## src/rtl/fft_seq_control.sv

```systemverilog
// fft_seq_control: steps one shared radix-2 DIF butterfly through every stage of an N-point FFT
module fft_seq_control #(
  parameter int LOG2N    = 5,
  parameter int STG_W    = 4,
  parameter int PIPE_LAT = 4
) (
  input  logic             clk,
  input  logic             rst_n,
  input  logic             start,
  input  logic             stall,
  output logic             busy,
  output logic             issue_vld,
  output logic [STG_W-1:0] stage_num,
  output logic [LOG2N-2:0] bfly_idx,
  output logic             m0_s,
  output logic [1:0]       m1_s,
  output logic             m2_s,
  output logic             m3_s,
  output logic [LOG2N-2:0] tw_addr,
  output logic             stage_done,
  output logic             fft_done
);
  localparam int BW = LOG2N - 1;
  localparam logic [STG_W-1:0] S_LAST = STG_W'(LOG2N - 1);
  localparam logic [3:0] CNT_INIT = PIPE_LAT > 1 ? 4'(PIPE_LAT - 2) : 4'd0;
  typedef enum logic [1:0] {IDLE, RUN, DRAIN} state_t;
  state_t state, state_nx;
  logic [STG_W-1:0] s, s_nx;
  logic [BW-1:0] b, b_nx, tw;
  logic [3:0] cnt, cnt_nx;
  logic sd_nx, fd_nx, s_last;
  always_comb begin
    state_nx = state;
    s_nx = s;
    b_nx = b;
    cnt_nx = cnt;
    sd_nx = 1'b0;
    fd_nx = 1'b0;
    case (state)
      IDLE: if (start) state_nx = RUN;
      RUN: if (!stall) begin
        b_nx = b + 1'b1;
        sd_nx = &b;
        if (&b) s_nx = s_last ? '0 : s + 1'b1;
        if (&b && s_last) begin
          state_nx = PIPE_LAT > 1 ? DRAIN : IDLE;
          fd_nx = PIPE_LAT <= 1;
          cnt_nx = CNT_INIT;
        end
      end
      DRAIN: begin
        state_nx = cnt == '0 ? IDLE : DRAIN;
        fd_nx = cnt == '0;
        cnt_nx = cnt - 1'b1;
      end
      default: state_nx = IDLE;
    endcase
  end
  always_ff @(posedge clk or negedge rst_n) begin
    if (!rst_n) begin
      state <= IDLE;
      s <= '0;
      b <= '0;
      cnt <= '0;
      stage_done <= 1'b0;
      fft_done <= 1'b0;
    end else begin
      state <= state_nx;
      s <= s_nx;
      b <= b_nx;
      cnt <= cnt_nx;
      stage_done <= sd_nx;
      fft_done <= fd_nx;
    end
  end
  // s and b are held at zero outside RUN, so the decode needs no state gating
  assign s_last = s == S_LAST;
  assign tw = b << s;
  assign busy = state != IDLE;
  assign issue_vld = state == RUN && !stall;
  assign stage_num = s;
  assign bfly_idx = b;
  assign m0_s = !s_last && tw[BW-1];
  assign m1_s = s == '0 ? 2'd0 : s_last ? 2'd2 : 2'd1;
  assign m2_s = s[0];
  assign m3_s = s_last;
  assign tw_addr = tw;
endmodule

```

## config.mk

```make
export PLATFORM = sky130hd
export DESIGN_NAME = fft_seq_control
export DESIGN_NICKNAME = d
export VERILOG_FILES = /design/src/rtl/fft_seq_control.sv
export SDC_FILE = /design/constraint.sdc
export NUM_CORES = 1
export LEC_CHECK = 0
export CAP_MARGIN = 25
export CORE_MARGIN = 10
export CORE_UTILIZATION = 26
export CTS_CLUSTER_SIZE = 10
export DETAILED_ROUTE_END_ITERATION = 12
export SLEW_MARGIN = 20
export SYNTH_ARGS = -nofsm -noshare
export SYNTH_HDL_FRONTEND = slang
export SYNTH_SLANG_ARGS = --single-unit
```

## constraint.sdc

```tcl
create_clock -name clk -period 1.45 [get_ports clk]
set_input_delay 0.2175 -clock clk [delete_from_list [all_inputs] [get_ports clk]]
set_output_delay 0.2175 -clock clk [all_outputs]
set_load 0.02 [all_outputs]
```

==> impl_metrics.xml <==
<?xml version="1.0" encoding="UTF-8"?>
<metrics>
  <group name="status">
    <metric name="outcome" unit="">finished, violations left</metric>
    <metric name="failed_checks" unit="">negative setup slack</metric>
  </group>
  <group name="placed_design">
    <metric name="hpwl" unit="mm">1.89</metric>
    <metric name="placed_cell_areas" unit="mm^2">0.00151</metric>
    <metric name="placed_cells_incl_taps" unit="">183</metric>
    <metric name="place.gp.congestion" unit="">0.777</metric>
    <metric name="preCtsSetupSlack" unit="ns">-0.543</metric>
    <metric name="placement.io_buffers" unit="">24</metric>
  </group>
  <group name="critical_path">
    <metric name="worst_path_dominant_cell_family" unit="">flip-flops</metric>
    <metric name="critical_path.slowest_cell" unit="">sky130_fd_sc_hd__dfrtp_2</metric>
    <metric name="start_kind" unit="">register</metric>
    <metric name="slowest_delay" unit="ns">0.50</metric>
    <metric name="crit_path_end_kind" unit="">output port</metric>
    <metric name="critPathArrivalTime" unit="ns">1.52</metric>
    <metric name="crit_type" unit="">register to output port</metric>
    <metric name="worst-path-buf-inv" unit="">1</metric>
    <metric name="worst_endpoint_required_time" unit="ns">1.23</metric>
    <metric name="crit_chain" unit="">mux2i_4 -&gt; a2111oi_4 -&gt; buf_4</metric>
    <metric name="crit_path_max_fanout" unit="">7</metric>
  </group>
  <group name="power">
    <metric name="part_of_the_power_in_the_clock_network" unit="%">8.7</metric>
    <metric name="pwr_density_cell" unit="mW/mm^2">2040</metric>
    <metric name="power.share.combinational" unit="%">68.2</metric>
    <metric name="p_sw_share" unit="%">43.3</metric>
    <metric name="power_switching" unit="uW">1470</metric>
    <metric name="vdd.ir_drop.worst" unit="V">0.000627</metric>
    <metric name="p_int" unit="uW">1920</metric>
    <metric name="power_leakage" unit="uW">0.000736</metric>
    <metric name="power.share.sequential" unit="%">23.1</metric>
    <metric name="power.total" unit="uW">3390</metric>
  </group>
  <group name="cells_and_area">
    <metric name="layout.cells.non_filler" unit="">193</metric>
    <metric name="n_antenna_cell" unit="">0</metric>
    <metric name="multi_input_area" unit="um^2">616</metric>
    <metric name="area.growth.synth_to_final" unit="%">79.9</metric>
    <metric name="post-route-cell-area" unit="mm^2">0.00166</metric>
    <metric name="fillers" unit="">307</metric>
    <metric name="regArea" unit="um^2">405</metric>
    <metric name="nets" unit="">157</metric>
    <metric name="drive_above_1_share" unit="%">51.0</metric>
  </group>
  <group name="sta">
    <metric name="highest_clock_frequency_the_design_can_meet" unit="MHz">576</metric>
    <metric name="setup_viol" unit="">18</metric>
    <metric name="min_period" unit="ns">1.74</metric>
    <metric name="max-slew-margin-rel" unit="%">78.7</metric>
    <metric name="worst_clock_skew" unit="ns">0.00212</metric>
    <metric name="rsz_0062_raised_after_global_routing" unit="">yes</metric>
    <metric name="maxSlewViolCount" unit="">0</metric>
    <metric name="final-hold-violation-count" unit="">0</metric>
    <metric name="tightestPinTransition" unit="ns">0.319</metric>
    <metric name="setup_ws" unit="ns">-0.286</metric>
    <metric name="fin_crit_sh" unit="%">120</metric>
    <metric name="holdWs" unit="ns">0.247</metric>
  </group>
  <group name="logic_synthesis">
    <metric name="area_fraction_of_the_dominant_cell_type_after_synthesis" unit="%">43.4</metric>
    <metric name="synth_top_area_cell" unit="">sky130_fd_sc_hd__dfrtp_1</metric>
    <metric name="synth.top_cells.by_area" unit="">sky130_fd_sc_hd__dfrtp_1 (43%), sky130_fd_sc_hd__ha_1 (6.8%), sky130_fd_sc_hd__inv_1 (4.1%), sky130_fd_sc_hd__xnor2_1 (3.8%), sky130_fd_sc_hd__nand2_1 (3.3%)</metric>
    <metric name="synth_top_flop_cell" unit="">sky130_fd_sc_hd__dfrtp_1</metric>
    <metric name="number_of_synthesized_flops_with_an_enable_pin" unit="">0</metric>
    <metric name="synthArstFlopShare" unit="%">100</metric>
    <metric name="synth_nets" unit="">102</metric>
    <metric name="synth.yosys.warnings" unit="">0</metric>
    <metric name="post_synthesis_instance_area" unit="um^2">923</metric>
    <metric name="netlist_instances" unit="">93</metric>
    <metric name="seq_area_frac_synth" unit="%">43.4</metric>
    <metric name="yosys_register_bits" unit="">16</metric>
    <metric name="ys_types" unit="">36</metric>
    <metric name="synth.avg_cell_area" unit="um^2">9.93</metric>
  </group>
  <group name="global_routing">
    <metric name="global_route_usage_over_all_layers" unit="%">7.84</metric>
    <metric name="grt_start_max_net_pins" unit="">17</metric>
    <metric name="gr-total-overflow" unit="">0</metric>
    <metric name="grt_first_pass_wirelength" unit="mm">4.09</metric>
    <metric name="initial_antenna_violation_count" unit="">0</metric>
    <metric name="first_global_vias" unit="">869</metric>
  </group>
  <group name="drt">
    <metric name="route.final.wire_length" unit="mm">2.49</metric>
    <metric name="post-route-drc-count" unit="">0</metric>
    <metric name="route.detailed.vias_per_inst" unit="">4.48</metric>
    <metric name="detailedRoute.firstPassIterationCount" unit="">4</metric>
    <metric name="drt.antenna.violating_nets" unit="">0</metric>
    <metric name="number_of_vias_after_detailed_routing" unit="">864</metric>
    <metric name="post_drt_wl_per_cell" unit="um">12.9</metric>
    <metric name="drt_iter0_drc" unit="">20</metric>
  </group>
  <group name="die">
    <metric name="initial_core_util" unit="%">27.2</metric>
    <metric name="design.core.area" unit="mm^2">0.00339</metric>
    <metric name="chipWidth" unit="um">79.6</metric>
    <metric name="core.rowCount" unit="">21</metric>
    <metric name="ios" unit="">25</metric>
    <metric name="dieArea" unit="mm^2">0.00634</metric>
    <metric name="height_of_the_die" unit="um">79.6</metric>
  </group>
  <group name="hold_path">
    <metric name="min-delay-path-class" unit="">input pin to async pin</metric>
  </group>
  <group name="clock_network">
    <metric name="tritoncts" unit="">done</metric>
    <metric name="cts.path.max_buffers" unit="">2</metric>
    <metric name="cts_root_buffer" unit="">sky130_fd_sc_hd__clkbuf_4</metric>
    <metric name="numClockSinks" unit="">16</metric>
    <metric name="worst_skew_pair.late_latency" unit="ns">0.28</metric>
    <metric name="cts_htree_levels" unit="">1</metric>
    <metric name="path_clk_slew" unit="ns">0.09</metric>
    <metric name="number_of_buffers_added_by_the_clock_tree_synthesis_step" unit="">3</metric>
  </group>
  <group name="job">
    <metric name="maxcap_viol_count" unit="">0</metric>
  </group>
</metrics>
==> cell usage after synthesis (2+ instances only) <==
cell type	n
sky130_fd_sc_hd__dfrtp_1	16
sky130_fd_sc_hd__inv_1	10
sky130_fd_sc_hd__nand2_1	8
sky130_fd_sc_hd__ha_1	5
sky130_fd_sc_hd__nor2_1	4
sky130_fd_sc_hd__xnor2_1	4
sky130_fd_sc_hd__a2111oi_0	3
sky130_fd_sc_hd__a211oi_1	3
sky130_fd_sc_hd__nor4_1	3
sky130_fd_sc_hd__clkbuf_1	2
sky130_fd_sc_hd__mux2_1	2
sky130_fd_sc_hd__mux2i_1	2
sky130_fd_sc_hd__nand2b_1	2
sky130_fd_sc_hd__nand3_1	2
sky130_fd_sc_hd__nand3b_1	2
sky130_fd_sc_hd__nand4_1	2
sky130_fd_sc_hd__nor2b_1	2
sky130_fd_sc_hd__nor3_1	2
sky130_fd_sc_hd__nor3b_1	2
==> power groups by stage <==
stage / clock network, uW / registers [uW] / logic, uW
floorplan: 0 / 901 / 1010
global placement: 0 / 744 / 2100
detailed placement: 0 / 752 / 2140
CTS: 310 / 793 / 2140
global route: 327 / 807 / 2490
finish: 294 / 783 / 2310
==> final cells by class <==
cell class | count | share of cell area (%)
multi-input cells | 61 | 37.0
repair buffers | 55 | 30.3
well taps | 46 | 3.46
inverters | 11 | 2.64
flip-flops and latches | 16 | 24.4
clock buffers | 4 | 2.18
==> kinds of logic (layout without fill, tap and decap cells) <==
| family | count (synthesis) | after routing | synth area share (%) |
|---|---|---|---|
| buf+inv | 16 | 70 | 7.86 |
| fa+ha+maj | 5 | 5 | 6.78 |
| mux | 4 | 4 | 4.61 |
| simple gates | 35 | 35 | 22.5 |
| compound gates | 12 | 12 | 10.2 |
| flops | 16 | 16 | 43.4 |
| xor+xnor | 5 | 5 | 4.74 |
==> metrics by stage <==
step	util, %	setup TNS, ns
after CTS	47.3	-3.36
after floorplan	-	-0.449
final	49.0	-2.79
after detailed placement	44.6	-7.42
after global placement	44.6	-7.05
after global routing	49.0	-4.29
==> cells in the final DEF, fill, tap and decap left out, types with 3 or more instances in the layout <==
cell and instances:
sky130_fd_sc_hd__clkdlybuf4s15_1 4, sky130_fd_sc_hd__ha_1 4, sky130_fd_sc_hd__buf_4 28, sky130_fd_sc_hd__dlygate4sd2_1 5
sky130_fd_sc_hd__dfrtp_1 12, sky130_fd_sc_hd__clkbuf_4 3, sky130_fd_sc_hd__nor2_1 4, sky130_fd_sc_hd__dfrtp_2 4
sky130_fd_sc_hd__nand2_1 7, sky130_fd_sc_hd__a2111oi_4 3, sky130_fd_sc_hd__buf_6 10, sky130_fd_sc_hd__xnor2_1 4
sky130_fd_sc_hd__inv_1 8
==> routing by layer <==
layer | share of wire, % | track usage, % | wire length [um]
met5 | 0 | 0 | 0
met4 | 0 | 2.69 | 0
met3 | 8.3 | 2.93 | 207
met2 | 49 | 12.3 | 1210
met1 | 43 | 9.58 | 1070
==> worst register-to-register path, stage by stage, from the launching register on <==
cell	delay, ns
sky130_fd_sc_hd__dfrtp_2	0.50
sky130_fd_sc_hd__inv_2	0.10
sky130_fd_sc_hd__buf_6	0.11
sky130_fd_sc_hd__ha_4	0.13
sky130_fd_sc_hd__nand3b_1	0.13
sky130_fd_sc_hd__buf_4	0.20
sky130_fd_sc_hd__nor4b_4	0.28
sky130_fd_sc_hd__o2bb2ai_1	0.15
==> final timing paths <==
path | endpoint | slack [ns] | startpoint | cells past startpoint
worst max register to register | state[1] | -0.22 | stage_num[0] | 7
worst max-delay path | m0_s | -0.29 | stage_num[0] | 3
max in group asynchronous | bfly_idx[2] | 1.00 | rst_n | 2
worst min-delay path | stage_num[2] | 0.25 | rst_n | 2
worst min register to register | cnt[0] | 0.53 | cnt[0] | 1
min in group clk | state[1] | 0.43 | stall | 3
==> state kept, by name (all words and copies together), names as in the netlist <==
name,cells
stage_done,1
bfly_idx,4
state,2
cnt,4
fft_done,1
stage_num,4
==> what timing repair did <==
item	CTS	global route
pin swaps	5	4
setup endpoints to repair	31	26
hold buffers	0	0
buffers inserted	2	5
gates resized for setup	86	16
No activity file was read; power rests on OpenSTA's default activity.
